### src/rtl/msg_arbiter.sv
// msg_arbiter: message-granular round-robin arbiter in front of a head/data/tail channel.
// Define MSG_ARB_TIMEOUT_EN to build the owner-stall counter and the abort pulse.
module msg_arbiter #(
  parameter int NUM_REQ  = 4,
  parameter int IDX_W    = 2,
  parameter int DATA_W   = 8,
  parameter int MAX_IDLE = 15
) (
  input  logic                      clock,
  input  logic                      reset,
  input  logic [NUM_REQ-1:0]        req_valid,
  input  logic [NUM_REQ-1:0]        req_head,
  input  logic [NUM_REQ-1:0]        req_tail,
  input  logic [NUM_REQ*DATA_W-1:0] req_data,
  output logic [NUM_REQ-1:0]        req_ready,
  output logic                      out_valid,
  output logic                      out_head,
  output logic                      out_tail,
  output logic [DATA_W-1:0]         out_data,
  input  logic                      out_ready,
  output logic [NUM_REQ-1:0]        grant,
  output logic                      msg_ip,
  output logic                      abort
);

  localparam logic [0:0] ARB_IDLE = 1'b0;
  localparam logic [0:0] ARB_BUSY = 1'b1;

  logic [0:0]       state;
  logic [IDX_W-1:0] owner;
  logic [IDX_W-1:0] last_owner;
  logic             started;
  logic [IDX_W-1:0] winner;
  logic [IDX_W-1:0] scan_idx;
  logic             win_found;
  logic             accept;

  if (NUM_REQ < 2 || NUM_REQ > 8 || (2 ** IDX_W) < NUM_REQ || MAX_IDLE < 1) begin : g_param_check
    $error("msg_arbiter: illegal NUM_REQ/IDX_W/MAX_IDLE combination");
  end

  // Round-robin search starting just past the previous owner; first eligible head wins.
  always_comb begin
    winner    = last_owner;
    win_found = 1'b0;
    scan_idx  = '0;
    for (int k = 1; k <= NUM_REQ; k++) begin
      scan_idx = IDX_W'((int'(last_owner) + k) % NUM_REQ);
      if (!win_found && req_valid[scan_idx] && req_head[scan_idx]) begin
        winner    = scan_idx;
        win_found = 1'b1;
      end
    end
  end

  // The abort cycle suppresses handshakes so no beat is half-accepted as the owner is dropped.
  always_comb begin
    out_valid = 1'b0;
    out_head  = 1'b0;
    out_tail  = 1'b0;
    out_data  = '0;
    req_ready = '0;
    if (state == ARB_BUSY) begin
      out_valid        = req_valid[owner] & ~abort;
      out_head         = req_head[owner];
      out_tail         = req_tail[owner];
      out_data         = req_data[owner*DATA_W +: DATA_W];
      req_ready[owner] = out_ready & ~abort;
    end
  end

  assign accept = out_valid & out_ready;

`ifdef MSG_ARB_TIMEOUT_EN
  localparam int CNT_W = $clog2(MAX_IDLE + 1);

  logic [CNT_W-1:0] stall_cnt;

  // Only owner-side stalls count; downstream backpressure never ages the grant.
  always_ff @(posedge clock) begin
    if (reset || state == ARB_IDLE || accept) begin
      stall_cnt <= '0;
    end else if (!req_valid[owner] && stall_cnt != CNT_W'(MAX_IDLE)) begin
      stall_cnt <= stall_cnt + 1'b1;
    end
  end

  assign abort = (state == ARB_BUSY) && (stall_cnt == CNT_W'(MAX_IDLE));
`else
  assign abort = 1'b0;
`endif

  always_ff @(posedge clock) begin
    if (reset) begin
      state      <= ARB_IDLE;
      owner      <= '0;
      last_owner <= IDX_W'(NUM_REQ - 1);
      grant      <= '0;
      msg_ip     <= 1'b0;
      started    <= 1'b0;
    end else begin
      case (state)
        ARB_IDLE: begin
          if (win_found) begin
            state <= ARB_BUSY;
            owner <= winner;
            grant <= NUM_REQ'(1) << winner;
          end
        end
        default: begin
          if (abort || (accept && out_tail)) begin
            state      <= ARB_IDLE;
            grant      <= '0;
            msg_ip     <= 1'b0;
            started    <= 1'b0;
            last_owner <= owner;
          end else if (accept && out_head && !started) begin
            started <= 1'b1;
            msg_ip  <= 1'b1;
          end
        end
      endcase
    end
  end

endmodule
### config.mk
export PLATFORM = sky130hd
export DESIGN_NAME = msg_arbiter
export DESIGN_NICKNAME = d
export VERILOG_FILES = /design/src/rtl/msg_arbiter.sv
export SDC_FILE = /design/constraint.sdc
export NUM_CORES = 1
export LEC_CHECK = 0
export ABC_AREA = 1
export CORE_UTILIZATION = 40
export DETAILED_ROUTE_END_ITERATION = 12
export PLACE_DENSITY = 0.86
export SLEW_MARGIN = 20
export SYNTH_ARGS = -nofsm -noshare
export SYNTH_HDL_FRONTEND = slang
export SYNTH_SLANG_ARGS = --single-unit
### constraint.sdc
create_clock -name clock -period 2.6 [get_ports clock]
set_input_delay 0.52 -clock clock [delete_from_list [all_inputs] [get_ports clock]]
set_output_delay 0.52 -clock clock [all_outputs]
set_load 0.005 [all_outputs]
=== Word-level counts from Yosys, hierarchy flattened ===
Index checks and enable logic that the tools add are counted.

* Add/subtract/negate cells: 4
* $mul: 0
* Div/mod/pow operators: 0
* $lt $le $gt $ge: 6
* Equality and inequality tests: 1
* Shifts and indexed selects: 2
* Mux-type cells: 45
* Bitwise logic cells: 3
* Reduce and logical (&&, ||, !) cells: 21

{| class="wikitable"
|+ Operators by type and width
! kind !! number
|-
| indexed part select 32 x 6 -> 8 bit || 1
|-
| 2-to-1 mux 1 bit || 24
|-
| binary-select mux 1 bit (select 2 bit) || 11
|-
| 2-to-1 mux 4 bit || 4
|-
| less-than comparator 2 x 3 -> 1 bit (second input constant) || 5
|-
| logical AND 1 bit || 11
|-
| 2-to-1 mux 2 bit || 4
|-
| 2-to-1 mux 8 bit || 1
|-
| AND reduction 2 bit || 4
|-
| adder 2 x 1 -> 2 bit (second input constant) || 2
|-
| adder 2 bit (second input constant) || 2
|-
| AND 4 bit || 1
|-
| logical NOT 1 bit || 4
|-
| nonzero test 2 bit || 2
|-
| << shifter 1 x 2 -> 4 bit (first input constant) || 1
|-
| demux 1 bit (select 2 bit) || 1
|-
| greater-or-equal comparator 2 x 1 -> 1 bit (second input constant) || 1
|-
| != test 2 x 1 -> 1 bit (second input constant) || 1
|-
| AND 1 bit || 1
|-
| NOT 1 bit || 1
|}

* Register bits: 10
* Latch bits: 0
* Memory bits (writable): 0
* Bits in read-only memories: 0
* Memories: 0

=== Depth between registers and ports, before layout ===
Gate-level depths: netlist (run 1).

* Depth after elaboration: 20
* Depth in mapped cells: 13

=== Worst setup path after synthesis (run 1) ===
OpenSTA, ideal clock, no wires.

* Kind: flip-flop to output port
* Start: reg owner[1]
* End: out out_head
* Arrival time: 1.138 ns
* Data required time: 2.080 ns
* Path slack: 0.942 ns
* Cell stages (with the launch flop): 9
* Buffers on the path: 1
* Cells stage by stage: dfxtp_1 > inv_1 > nor2_1 > buf_2 > nand2_1 > nand2_1 > a221o_1 > inv_1 > nor2_1

* Word-level cells in the longest chain between the ends: 3

{| class="wikitable"
|+ RTL lines
! item !! RTL line !! text
|-
| start: declaration || 30 || <nowiki>logic [IDX_W-1:0] owner;</nowiki>
|-
| start signal: assignment || 106 || <nowiki>owner <= winner;</nowiki>
|-
| binary-select mux 1 bit (select 2 bit) || 65 || <nowiki>out_head = req_head[owner];</nowiki>
|-
| 2-to-1 mux 1 bit (not written as such) || 65 ||
|-
| 2-to-1 mux 1 bit || 63 || <nowiki>if (state == ARB_BUSY) begin</nowiki>
|-
| end: declaration || 17 || <nowiki>output logic out_head,</nowiki>
|}

No other way between the ends. The select of a mux whose other input is x is not followed.

=== Worst setup path in the final report (run 1) ===
* Start: in req_head[3]
* End: out out_head

* Word-level cells in the longest chain between the ends: 3

{| class="wikitable"
|+ RTL lines
! item !! RTL line !! text
|-
| start: declaration || 12 || <nowiki>input logic [NUM_REQ-1:0] req_head,</nowiki>
|-
| binary-select mux 1 bit (select 2 bit) || 65 ||
|-
| 2-to-1 mux 1 bit (not written as such) || 65 ||
|-
| 2-to-1 mux 1 bit || 63 ||
|}

No other way between the ends. The select of a mux whose other input is x is not followed.

==> results of run 1 <==
==> worst max-delay path by stage <==
stage,endpoint,depth (start not counted)
2_1_floorplan,out_head,8
3_3_place_gp,out_head,7
3_5_place_dp,out_head,7
4_1_cts,out_data[7],6
5_1_grt,out_data[7],6
6_report,out_head,7
==> worst max-delay path, cell delays in order <==
cell and delay (ns):
clkdlybuf4s50_1 0.44, nand2_1 0.09, nand2_1 0.05, a221o_1 0.28, inv_1 0.06, nor2_1 0.03
clkdlybuf4s50_1 0.46
==> report_power, final <==
| part | total, W | switching [W] | leakage, nW | internal, W |
|---|---|---|---|---|
| combinational | 0.000613 | 0.000305 | 0.670 | 0.000308 |
| sequential | 0.000214 | 0.0000323 | 0.0826 | 0.000182 |
| clock | 0.000106 | 0.0000523 | 0.0138 | 0.0000535 |
==> layer usage <==
metal / track usage / up-vias / wire, um
li1: - / 737 / -
met1: 0.2463 / 658 / 1408
met2: 0.4370 / 56 / 1666
met3: 0.07500 / 7 / 345
met4: 0.06410 / 0 / 33
met5: 0 / - / 0
==> area by class of cell <==
| type | instances | area [um^2] | area share |
|---|---|---|---|
| multi-input cells | 142 | 759.5 | 0.4269 |
| well taps | 30 | 37.54 | 0.02110 |
| flip-flops and latches | 10 | 202.7 | 0.1139 |
| clock buffers | 3 | 22.52 | 0.01266 |
| repair buffers | 69 | 683.2 | 0.3840 |
| inverters | 19 | 73.82 | 0.04149 |
==> cells in the final DEF, fill, tap and decap left out, types with 2 or more instances in the layout <==
| cell type | n |
|---|---|
| a21oi_1 | 17 |
| a22oi_1 | 16 |
| buf_4 | 3 |
| clkbuf_4 | 3 |
| clkdlybuf4s50_1 | 66 |
| dfxtp_1 | 8 |
| dfxtp_2 | 2 |
| inv_1 | 14 |
| inv_2 | 4 |
| nand2_1 | 50 |
| nand2_2 | 9 |
| nand2_4 | 3 |
| nand3_1 | 17 |
| nand3_2 | 5 |
| nand4_1 | 3 |
| nor2_1 | 7 |
| nor2_2 | 2 |
| nor3_1 | 2 |
| o21ai_0 | 4 |
==> registers in the layout, indices dropped and copies added (netlist names) <==
name,count
last_owner,2
state,1
owner,2
grant,4
started,1
==> cells by family (layout without fill, tap and decap cells) <==
| logic type | after synthesis | count (layout) |
|---|---|---|
| flops | 10 | 10 |
| buf+inv | 29 | 91 |
| simple gates | 100 | 100 |
| other cells | 1 | 1 |
| compound gates | 41 | 41 |
==> stage by stage <==
step	utilization	total power [W]	setup WS [ns]	instances	instance area, um^2
3_5_place_dp	0.6883	0.0008283	0.1636	270	1752
4_1_cts	0.6981	0.0009339	0.1081	273	1777
3_3_place_gp	0.6883	0.0008145	0.1693	270	1752
2_1_floorplan	-	0.0005728	0.9417	181	1101
6_report	0.6991	0.0009334	0.1577	273	1779
5_1_grt	0.6991	0.001016	0.05098	273	1779
==> results.json, run 1 <==
{
  "synth.avg_cell_area_um2": 6.083,
  "syn-num-nets": 228,
  "yosysTopAreaCell": "dfxtp_1",
  "async_reset_ff_frac": 0,
  "power.density_nw_per_um2": 524.6,
  "rsz0062_at_grt": "false",
  "synth_top_flop_cell": "dfxtp_1",
  "nets": 292,
  "final_layout_size_suffix_gt1_frac": 0.1358,
  "die_area_um2": 2966,
  "die_h_um": 54.47,
  "synthAdderAreaFrac": 0,
  "start_kind": "input pin",
  "clkTransAtPathRegs_ns": 0.06,
  "grt_usage": 0.2335,
  "hold_depth": 2,
  "hp-start": "started",
  "period_needed_ns": 2.442,
  "gp_congestion": 0.9033,
  "htreeDepth": 1,
  "crit_start": "req_head[3]",
  "yosys-top-cells-count": "nand2_1 (50), a21oi_1 (17), nand3_1 (17)",
  "setup.worst_path.end_class": "output pin",
  "drc_errors": 0,
  "min_period_over_period": 0.9394,
  "slew_violations": 0,
  "cts_hold_repair.buffers": 0,
  "yosysSeqAreaShare": 0.1818,
  "hold-path-endpoint": "started",
  "routed_wl_um": 3453,
  "tns_ns": 0,
  "cts_setup_buffers": 0,
  "drtIter0Drc": 27,
  "clock_latency_ns": 0.27,
  "fillers": 229,
  "rr_worst_depth": 11,
  "synthesis.area_um2": 1101,
  "antenna_found_initial": 0,
  "overflow": 0,
  "wire_per_inst_um": 12.65,
  "detail-route-antenna-nets": 0,
  "synth-simple-area-share": 0.4511,
  "yosys_warnings": 0,
  "hold_viol_final": 0,
  "worstSetupPathType": "in2out",
  "io_pins": 68,
  "dpl.hpwl_um": 2740,
  "crit_arrival_ns": 1.92,
  "synth_mux_area_frac": 0,
  "status": "completed",
  "synth-seq-cells": 10,
  "vdd_drop_max_v": 0.0004803,
  "fp.dieW_um": 54.47,
  "grt_pass1_wl_um": 5064,
  "vias": 1458,
  "synth-compound-area-share": 0.2330,
  "synth-edff-count": 0,
  "syn_inst": 181,
  "drt-vias-per-instance": 5.341,
  "area_delta_synth_final_pct": 61.59,
  "synth_xor_xnor_area_share": 0,
  "whs_ns": 0.4488,
  "cap_violations": 0,
  "rrSetupSlack_ns": 0.71,
  "cts_made_buffers": 3,
  "netlist-cell-type-count": 27,
  "antenna_cells": 0,
  "grt_start_max_net_pins": 13,
  "max_freq_ghz": 0.4094,
  "cts_num_sinks": 10,
  "initial_core_util": 0.4326,
  "synth_top_family_by_area": "simple AND/OR/NAND/NOR gates",
  "hold_class": "reg2reg",
  "finalClockSkew_ns": 0.003515,
  "port_buffers": 66,
  "num_rows": 18,
  "synth.area.top_cells": "dfxtp_1 (18%), nand2_1 (17%), a22oi_1 (11%)",
  "firstDrtPassIters": 4,
  "root_buffer": "clkbuf_4",
  "timing.rr.end": "owner[0]",
  "cts_tree": "done",
  "cts-resized-gates": 1,
  "yosys.cell_count.top_type": "nand2_1",
  "synth_top_area_frac": 0.1818,
  "grt_pass1_vias": 1195,
  "worstPathMaxFanout": 3,
  "critPathRequiredTime_ns": 2.08,
  "cellLeakagePower_nw": 0.7666,
  "core-area_um2": 2545,
  "cts_buffer_depth": 2,
  "setup_viol": 0,
  "r2r_start": "last_owner[0]"
}
Power figures use the tool's default switching activity.
==> inputs of run 2 (changes only) <==
--- a/config.mk
+++ b/config.mk
@@ -8,6 +8,7 @@
 export ABC_AREA = 1
 export CORE_UTILIZATION = 40
 export DETAILED_ROUTE_END_ITERATION = 12
+export MAX_ROUTING_LAYER = met4
 export PLACE_DENSITY = 0.86
 export SLEW_MARGIN = 20
 export SYNTH_ARGS = -nofsm -noshare
==> results.json, run 2 (synthesis gave the netlist of run 1 again) <==
{
  "overflow": 0,
  "crit_arrival_ns": 1.92,
  "vias": 1457,
  "firstDrtPassIters": 4,
  "power.density_nw_per_um2": 524.3,
  "initial_core_util": 0.4326,
  "fillers": 229,
  "worstSetupPathType": "in2out",
  "root_buffer": "clkbuf_4",
  "timing.rr.end": "owner[0]",
  "cellLeakagePower_nw": 0.7666,
  "gp_congestion": 0.9187,
  "hold_class": "reg2reg",
  "io_pins": 68,
  "detail-route-antenna-nets": 0,
  "clkTransAtPathRegs_ns": 0.06,
  "core-area_um2": 2545,
  "layout_commonest_cell": "clkdlybuf4s50_1",
  "nets": 292,
  "num_rows": 18,
  "drc_errors": 0,
  "vdd_drop_max_v": 0.0004799,
  "setup.worst_path.end_class": "output pin",
  "grt_pass1_wl_um": 5057,
  "largest_register_ffs": 4,
  "wire_per_inst_um": 12.70,
  "cts_setup_buffers": 0,
  "slew_violations": 0,
  "rr_worst_depth": 11,
  "drt-vias-per-instance": 5.337,
  "max_freq_ghz": 0.4101,
  "finalClockSkew_ns": 0.004505,
  "crit_end": "out_head",
  "fp.dieW_um": 54.47,
  "setup_slack_ns": 0.1614,
  "grt_usage": 0.2383,
  "period_needed_ns": 2.439,
  "cts_made_buffers": 3,
  "hold_viol_final": 0,
  "hold_depth": 2,
  "multi_input_area_um2": 759.5,
  "final_cell_mix": "clkdlybuf4s50_1 (66), nand2_1 (50), a21oi_1 (17), nand3_1 (17), a22oi_1 (16)",
  "clock_latency_ns": 0.26,
  "status": "completed",
  "die_area_um2": 2966,
  "critPathRequiredTime_ns": 2.08,
  "port_buffers": 66,
  "crit_start": "req_head[3]",
  "rrSetupSlack_ns": 0.69,
  "drtIter0Drc": 28,
  "place_ws_ns": 0.1636,
  "area_delta_synth_final_pct": 61.59,
  "largest_register": "grant",
  "start_kind": "input pin",
  "cap_violations": 0,
  "grt_start_max_net_pins": 13,
  "cts_tree": "done",
  "antenna_found_initial": 0,
  "htreeDepth": 1,
  "rsz0062_at_grt": "false",
  "grt_pass1_vias": 1203,
  "die_h_um": 54.47,
  "min_period_over_period": 0.9379,
  "worstPathMaxFanout": 3,
  "setup_viol": 0,
  "register_area_um2": 202.7,
  "tns_ns": 0,
  "r2r_start": "last_owner[0]",
  "final_layout_size_suffix_gt1_frac": 0.1358,
  "cts_buffer_depth": 2,
  "reg_top3": "grant: 4 flops, last_owner: 2 flops, owner: 2 flops",
  "dpl.hpwl_um": 2740,
  "cts_num_sinks": 10,
  "routed_wl_um": 3468,
  "antenna_cells": 0
}
[run 2: cell counts in the layout (fill, tap and decap cells not counted)]
No cell type changed its count.
[run 2: worst min-delay path by stage]
| stage | start | to | slack (ns) |
|---|---|---|---|
| floorplan | started | started | 0.44 |
| global placement | started | started | 0.43 |
| detailed placement | started | started | 0.44 |
| CTS | started | started | 0.45 |
| global route | started | started | 0.48 |
| finish | started | started | 0.45 |
[run 2: power by group]
group          switching, W  internal (W)
Combinational      0.000306      0.000308
Clock             0.0000517     0.0000534
Sequential        0.0000321      0.000182
Total              0.000390      0.000543
[run 2: worst max-delay path: stages]
cell and delay, ns:
clkdlybuf4s50_1 0.44, nand2_1 0.09, nand2_1 0.05, a221o_1 0.27, inv_1 0.06, nor2_1 0.03
clkdlybuf4s50_1 0.46
[run 2: per-layer routing]
metal / share of wire / GRT usage / routed length [um]
met1: 0.40 / 0.2463 / 1401
met5: 0 / - / 0
met2: 0.48 / 0.4370 / 1663
met4: 0.0049 / 0.06410 / 17
met3: 0.11 / 0.06667 / 386
[run 2: repair_timing]
item,4_1_cts,5_1_grt
gates resized for setup,1,2
gates cloned,0,0
setup endpoints to repair,1,7
hold buffers,0,0
endpoints found under the hold margin,0,0
[run 2: final cells by class]
class                           count  area share
Inverter                           19     0.04149
Sequential cell                    10      0.1139
Clock buffer                        3     0.01266
Timing Repair Buffer               69      0.3840
Tap cell                           30     0.02110
Multi-Input combinational cell    142      0.4269
[run 2: through the flow]
stage                     instances  hold slack, ns    util   power, W  instance area [um^2]
final                           273          0.4489  0.6991  0.0009328                  1779
after detailed placement        270          0.4392  0.6883  0.0008283                  1752
after global routing            273          0.4752  0.6991   0.001014                  1779
after CTS                       273          0.4484  0.6981  0.0009339                  1777
after global placement          270          0.4323  0.6883  0.0008145                  1752
after floorplan                 181          0.4423       -  0.0005728                  1101
